===== src/rtl/pc_ir_unit_pkg.sv =====
// Shared CPU definitions for the fetch stage and the control unit.
//   pc_sel_t      : PC select encoding driven by the control unit
//   BR_OFS_W      : width of the relative-branch offset field
//   br_ofs_field  : gathers the split offset field {ins[8:6], ins[2:0]}
package pc_ir_unit_pkg;

  typedef enum logic [1:0] {
    PC_HOLD = 2'b00,
    PC_INC  = 2'b01,
    PC_BR   = 2'b10,
    PC_JMP  = 2'b11
  } pc_sel_t;

  localparam int BR_OFS_W = 6;

  // The offset is split across the instruction word: high half in [8:6],
  // low half in [2:0]. Only the low nine bits of the word are needed.
  function automatic logic [BR_OFS_W-1:0] br_ofs_field(input logic [8:0] ins_lo);
    return {ins_lo[8:6], ins_lo[2:0]};
  endfunction

endpackage


===== src/rtl/pc_ir_unit_pc_next.sv =====
// Next-PC selection (purely combinational).
//   pc     in  ADDR_W  current PC
//   ps     in  2       PC select (hold / increment / relative branch / jump)
//   ir     in  DATA_W  instruction register, source of the branch offset
//   a      in  ADDR_W  jump target
//   pc_nxt out ADDR_W  PC for the next cycle, modulo 2^ADDR_W
module pc_next
  import pc_ir_unit_pkg::*;
#(
  parameter int DATA_W = 16,
  parameter int ADDR_W = 16
) (
  input  logic [ADDR_W-1:0] pc,
  input  pc_sel_t           ps,
  input  logic [DATA_W-1:0] ir,
  input  logic [ADDR_W-1:0] a,
  output logic [ADDR_W-1:0] pc_nxt
);

  logic [BR_OFS_W-1:0] ofs;
  logic [ADDR_W-1:0]   ofs_sext;

  assign ofs      = br_ofs_field(ir[8:0]);
  // Two's-complement add of the sign-extended offset gives the modulo wrap.
  assign ofs_sext = {{(ADDR_W-BR_OFS_W){ofs[BR_OFS_W-1]}}, ofs};

  // Only the offset bits of the instruction matter here.
  wire unused_ir_hi = ^ir[DATA_W-1:9];

  always_comb begin
    pc_nxt = pc;
    case (ps)
      PC_HOLD: pc_nxt = pc;
      PC_INC:  pc_nxt = pc + ADDR_W'(1);
      PC_BR:   pc_nxt = pc + ofs_sext;
      PC_JMP:  pc_nxt = a;
      default: pc_nxt = pc;
    endcase
  end

endmodule


===== src/rtl/pc_ir_unit.sv =====
// Program counter / instruction register stage with debug counters.
//   clk           in  1       system clock
//   rst_n         in  1       asynchronous active-low reset
//   ps_in         in  2       PC select from control unit
//   il_in         in  1       instruction load from control unit
//   ins_mem_in    in  DATA_W  instruction memory data at pc_out
//   a_in          in  DATA_W  register-file A bus (jump target)
//   pc_out        out ADDR_W  current PC / instruction address
//   ins_out       out DATA_W  instruction register
//   br_taken_out  out 1       pulse: last edge branched or jumped
//   fetch_cnt_out out CNT_W   IR loads since reset
//   br_cnt_out    out CNT_W   branch/jump PC updates since reset
module pc_ir_unit
  import pc_ir_unit_pkg::*;
#(
  parameter int DATA_W   = 16,
  parameter int ADDR_W   = 16,
  parameter int RESET_PC = 0,
  parameter int CNT_W    = 32
) (
  input  logic              clk,
  input  logic              rst_n,
  input  logic [1:0]        ps_in,
  input  logic              il_in,
  input  logic [DATA_W-1:0] ins_mem_in,
  input  logic [DATA_W-1:0] a_in,
  output logic [ADDR_W-1:0] pc_out,
  output logic [DATA_W-1:0] ins_out,
  output logic              br_taken_out,
  output logic [CNT_W-1:0]  fetch_cnt_out,
  output logic [CNT_W-1:0]  br_cnt_out
);

  pc_sel_t           ps_sel;
  logic              is_br;
  logic [ADDR_W-1:0] pc_reg, pc_next_val;
  logic [DATA_W-1:0] ir_reg;
  logic              br_taken_reg;
  logic [CNT_W-1:0]  fetch_cnt_reg, br_cnt_reg;

  assign ps_sel = pc_sel_t'(ps_in);
  // Both relative branch and jump count as a taken branch, even when the
  // resulting PC equals the current one.
  assign is_br  = (ps_sel == PC_BR) || (ps_sel == PC_JMP);

  // The offset comes from the IR as it stands before this edge, so a
  // simultaneous IR load cannot influence the branch target.
  pc_next #(
    .DATA_W (DATA_W),
    .ADDR_W (ADDR_W)
  ) u_pc_next (
    .pc     (pc_reg),
    .ps     (ps_sel),
    .ir     (ir_reg),
    .a      (a_in[ADDR_W-1:0]),
    .pc_nxt (pc_next_val)
  );

  always_ff @(posedge clk or negedge rst_n) begin
    if (!rst_n) begin
      pc_reg        <= ADDR_W'(RESET_PC);
      ir_reg        <= '0;
      br_taken_reg  <= 1'b0;
      fetch_cnt_reg <= '0;
      br_cnt_reg    <= '0;
    end else begin
      pc_reg       <= pc_next_val;
      br_taken_reg <= is_br;
      if (is_br) begin
        br_cnt_reg <= br_cnt_reg + CNT_W'(1);
      end
      if (il_in) begin
        ir_reg        <= ins_mem_in;
        fetch_cnt_reg <= fetch_cnt_reg + CNT_W'(1);
      end
    end
  end

  assign pc_out        = pc_reg;
  assign ins_out       = ir_reg;
  assign br_taken_out  = br_taken_reg;
  assign fetch_cnt_out = fetch_cnt_reg;
  assign br_cnt_out    = br_cnt_reg;

`ifndef SYNTHESIS
  // Control inputs must be driven whenever the stage is out of reset.
  assert property (@(posedge clk) disable iff (!rst_n) !$isunknown({ps_in, il_in}))
    else $error("pc_ir_unit: ps_in/il_in unknown at clock edge");

  // A jump target wider than the PC silently loses its upper bits.
  generate
    if (DATA_W > ADDR_W) begin : g_jmp_range
      assert property (@(posedge clk) disable iff (!rst_n)
                       (ps_sel == PC_JMP) |-> (a_in[DATA_W-1:ADDR_W] == '0))
        else $warning("pc_ir_unit: jump target has nonzero bits above ADDR_W");
    end
  endgenerate
`endif

endmodule


===== config.mk =====
export PLATFORM = sky130hd
export DESIGN_NAME = pc_ir_unit
export DESIGN_NICKNAME = d
export VERILOG_FILES = /design/src/rtl/pc_ir_unit_pkg.sv /design/src/rtl/pc_ir_unit_pc_next.sv /design/src/rtl/pc_ir_unit.sv
export SDC_FILE = /design/constraint.sdc
export NUM_CORES = 1
export LEC_CHECK = 0
export ABC_AREA = 1
export BUFFER_PORTS_ARGS = -buffer_cell sky130_fd_sc_hd__clkbuf_2
export CAP_MARGIN = 20
export CORE_ASPECT_RATIO = 1.1
export CORE_UTILIZATION = 35
export CTS_CLUSTER_DIAMETER = 150
export CTS_CLUSTER_SIZE = 10
export DETAILED_ROUTE_END_ITERATION = 16
export PLACE_DENSITY = 0.61
export SETUP_SLACK_MARGIN = 0.4
export SYNTH_ARGS = -nofsm -noshare
export SYNTH_HDL_FRONTEND = slang
export SYNTH_HIERARCHICAL = 1
export SYNTH_SLANG_ARGS = --single-unit

===== constraint.sdc =====
create_clock -name clk -period 5.2 [get_ports clk]
set_clock_uncertainty 0.05 [all_clocks]
set_input_delay 1.3 -clock clk [delete_from_list [all_inputs] [get_ports clk]]
set_output_delay 1.3 -clock clk [all_outputs]
set_load 0.01 [all_outputs]

Word-level counts from Yosys, hierarchy flattened
Cells that the tools add are included.
{ "totals": {"ff_bits": 97, "input_bits": 37, "out_inout_bits": 97, "elab_cells": 15} }
{ "op_classes": {"add_sub_neg": 4, "n_eq_ne": 3, "mux": 1, "n_reduce_logical": 2} }
{ "op_table": {"columns": ["operator", "n"], "rows": [
  ["32-bit by 1-bit adder with 32-bit output, second input constant", 2],
  ["16-bit one-hot mux with 3 select lines", 1],
  ["16-bit by 1-bit adder with 16-bit output, second input constant", 1],
  ["16-bit adder", 1],
  ["2-bit equality test, second input constant", 2],
  ["2-bit by 1-bit equality test with 1-bit output, second input constant", 1],
  ["2-bit logical NOT", 1],
  ["1-bit logical OR", 1]
]} }

Longest topological paths before layout
{ "depth": {"word_depth": 2, "mapped_depth": 18, "mapped_depth_nobuf": 16} }

Modules after synthesis
Netlist, hierarchy kept.
{ "modules_own_cells": {"columns": ["mod", "n_inst", "cells_each", "area_each_um2", "seq_area_each_um2"], "rows": [
  ["pc_ir_unit", 1, 529, 4511.8, 2427.3],
  ["pc_next", 1, 279, 1462.7, 0.0]
]} }

Least setup slack after synthesis
No wires, ideal clock.
{ "synth_timing": {"kind": "input to register", "startpoint": "input ps_in[0]", "endpoint": "register pc_reg[10], in the netlist pc_out[10]", "setup_time_ns": 0.087, "t_arrival_ns": 3.153, "required_ns": 5.063, "path_slack_ns": 1.910, "path_stages": 17, "path_buffers": 2, "path_cell_list": "inv_1 -> ha_1 -> buf_6 -> buf_4 -> nand2_1 -> ha_1 -> inv_1 -> fa_1 -> inv_1 -> nand3_1 -> nand2_1 -> nand2_1 -> nand2_1 -> nand3_1 -> nand3_1 -> nand3_1 -> a22oi_1"} }
{ "synth_via": {"elab_chain_cells": 2, "word_cells_on_any_way": 5, "classes_between": "3 x eq/ne; 1 x mux; 1 x reduce/logical"} }
{ "synth_lines": {"columns": ["item", "line", "text"], "rows": [
  ["from (decl)", "pc_ir_unit.sv:23", "input logic [1:0] ps_in,"],
  ["2-bit equality test or 2-bit by 1-bit equality test with 1-bit output (tied branches)", "pc_ir_unit_pc_next.sv:32", "case (ps)"],
  ["16-bit one-hot mux with 3 select lines *", "pc_ir_unit_pc_next.sv:32", null],
  ["net pc_next_val[10]", "pc_ir_unit.sv:36", "logic [ADDR_W-1:0] pc_reg, pc_next_val;"],
  ["to (signal assigned)", "pc_ir_unit.sv:61", "pc_reg <= ADDR_W'(RESET_PC);"],
  ["to (signal assigned)", "pc_ir_unit.sv:67", "pc_reg <= pc_next_val;"],
  ["to (decl)", "pc_ir_unit.sv:36", null]
]} }
The timed path passes the listed nets; every way through them passes the cells marked *.
A chain may end at the register's enable or synchronous reset.

Final worst setup path
{ "layout_timing": {"startpoint": "input ps_in[1]", "endpoint": "register pc_reg[10], in the netlist pc_out[10]"} }
Same word-level chain as after synthesis.

==> results.txt <==
----------------------------------------------------
[Floorplanning]
  Standard cell core area ... 0.0165 mm2
  Effective utilization at floorplan ... 0.362
  Height of the die ... approximately 140 um
  Horiz. Die Dim ... 127 um
  Count of pins on the block boundary ... ~130
  Overall die area ... 0.0176 mm2
  Cell Rows ... 49

[Drt]
  Iteration count of the initial detailed-routing pass ... 4
  Final routed wire length divided by cell count ... 13.2 um
  Antenna violation net count after detailed routing ... 0
  Iteration-0 DRC count of the detailed router ... 224
  Count of unresolved DRC violations after routing ... 0
  Drt total wl ... 15100 um
  Via count ... approximately 5400
  Via count normalized by instance count ... between 4 and 5

[Critical path]
  Buffers and inverters on the worst path ... 2
  Start point of the critical path ... ps_in[1]
  Ordered list of cells on the worst path ... clkbuf_2, ha_1, nand2_1, fa_1, inv_1, nand3_1, nand2_1, nand2_1, nand2_1, nand3_1, nand2_1, nand2_1, nand3_1, a22oi_1
  Internal reg-to-reg setup slack ... 2870 ps
  Destination of the critical timing path ... pc_out[10]
  Critical path capture point type ... flip-flop
  Depth of the most critical reg-to-reg path ... 10
  Worst endpoint data arrival time ... 3710 ps
  Slowest Stage Delay on Critical Path ... 690 ps
  Terminus of the critical flop-to-flop path ... pc_out[15]
  Source of the worst register-to-register timing path ... ins_out[8]
  Kind of start point of the critical path ... input port
  Req. time, crit path ... 5350 ps
  Worst path most repeated cell ... sky130_fd_sc_hd__nand2_1
  Cell with the biggest individual delay on the critical path ... sky130_fd_sc_hd__ha_1
  Startpoint-to-endpoint class of the critical path ... input port to flip-flop
  Critical path peak fanout ... 17
  Critical path depth in cells ... 14
  Critical path's top delay family ... adder cells

[Synth]
  Share of synthesized cell area in full adder, half adder and majority cells ... 0.0285
  Number of flip-flops and latches in the synthesized netlist ... 97
  Number of synthesized flops with an enable pin ... 0
  Library cell with the largest summed area after synthesis ... sky130_fd_sc_hd__dfrtp_1
  Post-Synth Simple-Gate Area ... 0.363
  Instance count of the mapped netlist ... 808
  Average size of a mapped cell ... 7.39 um2
  Fraction of post-synthesis cell area in the top cell type by area ... 0.406
  Predominant post-synthesis flop cell ... sky130_fd_sc_hd__dfrtp_1
  Multiplexer fraction of the synthesized cell area ... 0
  Most used standard cell by instance count after synthesis ... sky130_fd_sc_hd__nand2_1
  Parity-gate share of the synthesized area counting xor and xnor cells ... 0.0601
  Share of synthesized area occupied by flip-flops and latches ... 0.406
  Top cells by area, synth ... sky130_fd_sc_hd__dfrtp_1 (41%), sky130_fd_sc_hd__nand2_1 (16%), sky130_fd_sc_hd__inv_1 (6.8%)
  Combined area of all synthesized cells ... 0.00597 mm2
  Number of distinct standard cells referenced by the synthesized netlist ... 35
  Top cell types by occurrence after synthesis ... sky130_fd_sc_hd__nand2_1 (255), sky130_fd_sc_hd__inv_1 (108), sky130_fd_sc_hd__dfrtp_1 (97)
  Share of synthesized registers carrying an async set or reset ... 1.00
  Combinational family with the most area after synthesis ... simple AND/OR/NAND/NOR gates
  Syn nets ... 858
  Count of warnings emitted by yosys ... 6
  Area fraction in compound gates after synthesis ... 0.0538

[Layout]
  Summed area of non-filler cells in the final layout ... 0.00710 mm2
  Fillcell total ... 1728
  Area Growth Syn to Fin ... 18.9%
  Final #Nets ... 987
  Antenna diodes ... 0
  Proportion of layout cells with a drive suffix above 1 ... 0.224

[Place]
  Placed cell area ... 0.00680 mm2
  Worst setup timing slack at the placement stage ... 1210 ps
  Detailed placement HPWL ... 11400 um
  Gpl congestion ... 0.854
  Count of buffers inserted at the top-level ports ... 133

[Timing]
  Final min period ... 3560 ps
  Worst Max-Slew Pin Slew ... just over 900 ps
  Number of endpoints with negative hold slack in the final report ... 0
  Number of setup violations in the final report ... 0
  Timing-limited maximum frequency ... 0.281 GHz
  Relative slew margins ... 0.385
  Least setup slack across all paths after layout ... 1640 ps
  Hold slack final ... 425 ps
  Post-route fraction of the period consumed by the critical path ... 0.685
  Total count of max-transition violations in the final report ... 0
  Unrepaired setup endpoints after global routing ... false
  Total Neg Setup Slack ... 0 ps

[Clock tree]
  Max Buffers Root-to-Sink ... 2
  Clk sinks ... 97
  Clock tree from TritonCTS ... built
  Root buffer cell ... sky130_fd_sc_hd__clkbuf_16
  Total CTS buffers ... 9
  Worst skew pair latency ... 350 ps
  Post-CTS resize count ... 0
  CTS H-tree lvls ... 3
  CTS Hold Buffers Added ... 0
  Clock Pin Slew Worst Setup and Hold Paths ... ~80 ps
  Post-CTS Setup Inserts ... 0

[Global route]
  GR Util All Layers ... 0.180
  Pin count of the biggest net entering global routing ... between 70 and 80
  Number of antenna violations at the first check in global routing ... 0
  Number of global-route vias before repair ... between 5000 and 6000
  First-pass GRT wire length ... 25300 um
  Total gr overflow ... 0

[Power]
  Reg power frac ... 0.437
  Power Internal ... 1.43 mW
  Combinational cell fraction of total power ... 0.243
  Power density normalized to cell area ... approximately 310 mW/mm2
  Leakage component of the power ... 3.83 nW
  Power Total ... roughly 2.2 mW
  Fraction of power consumed by the clock network ... 0.320
  Switching Power ... 761 uW
  IR drop worst, VDD ... 0.138 mV
  Switching part of the total power ... 0.348

[Job]
  Number of max-capacitance violations reported ... 0

[Run status]
  Outcome ... finished, final reports clean

[Worst hold path]
  Min-Delay Path Depth ... 2
  Worst hold path class ... flip-flop to flip-flop

----------------------------------------------------
[final cells by class]
class                           count  area, um2  share of cell area
Clock inverter                      7       76.3              0.0107
Multi-Input combinational cell    582       3020               0.425
Sequential cell                    97       2430               0.342
Timing Repair Buffer              134        676              0.0951
Inverter                          113        425              0.0599
Clock buffer                        9        225              0.0317
Tap cell                          204        255              0.0359
[layer usage]
| layer | global-route usage | part of all wire |
|---|---|---|
| met1 | 0.228 | 0.46 |
| met2 | 0.309 | 0.49 |
| met3 | 0.0297 | 0.042 |
| met4 | 0.0659 | 0.016 |
| met5 | 0 | 0 |
[placed cells by master (no fill, tap or decap), drive strengths merged]
master / count
nand3: 72
a21oi: 33
a21o: 1
o21bai: 3
ha: 12
nand4: 17
or2: 1
buf: 2
fa: 1
nor4: 2
nor2: 82
nand3b: 6
bufinv: 1
xnor2: 16
inv: 115
xor2: 25
nor3: 10
clkinv: 3
nand2: 282
clkbuf: 141
a2bb2oi: 1
dfrtp: 97
o21ai: 13
clkinvlp: 1
a22oi: 5
[per-stage QoR]
step	util	cells
3_3_place_gp	0.412	1130
6_report	0.431	1146
2_1_floorplan	-	808
3_5_place_dp	0.412	1130
4_1_cts	0.431	1146
5_1_grt	0.431	1146
[logic make-up after synthesis]
group	count (synthesis)
simple gates	472
buf+inv	129
flops	97
compound gates	56
xor+xnor	41
fa+ha+maj	13
[flip-flops by register name, summed over array words and instances, names as in the netlist]
register	flops
ins_out	16
fetch_cnt_out	32
br_taken_out	1
br_cnt_out	32
pc_out	16
[power by group through the flow]
stage,registers [mW],logic (mW),clock network (mW)
2_1_floorplan,0.992,0.309,0
3_3_place_gp,0.972,0.534,0
3_5_place_dp,0.973,0.539,0
4_1_cts,0.958,0.541,0.728
5_1_grt,0.973,0.606,0.750
6_report,0.956,0.533,0.701
[worst min-delay path, cell delays in order (launching register included)]
cell,delay (ps)
sky130_fd_sc_hd__dfrtp_1,340
sky130_fd_sc_hd__nand2_1,60
sky130_fd_sc_hd__nand2_1,50
[how the worst min path moves through the flow]
| stage | from | to | slack [ps] |
|---|---|---|---|
| floorplan | ins_out[10] | ins_out[10] | 460 |
| detailed placement | ins_out[13] | ins_out[13] | 410 |
| finish | ins_out[14] | ins_out[14] | 420 |
| CTS | ins_out[13] | ins_out[13] | 430 |
| global route | ins_out[3] | ins_out[3] | 460 |
| global placement | ins_out[15] | ins_out[15] | 410 |
(Power assumes the default switching activity.)
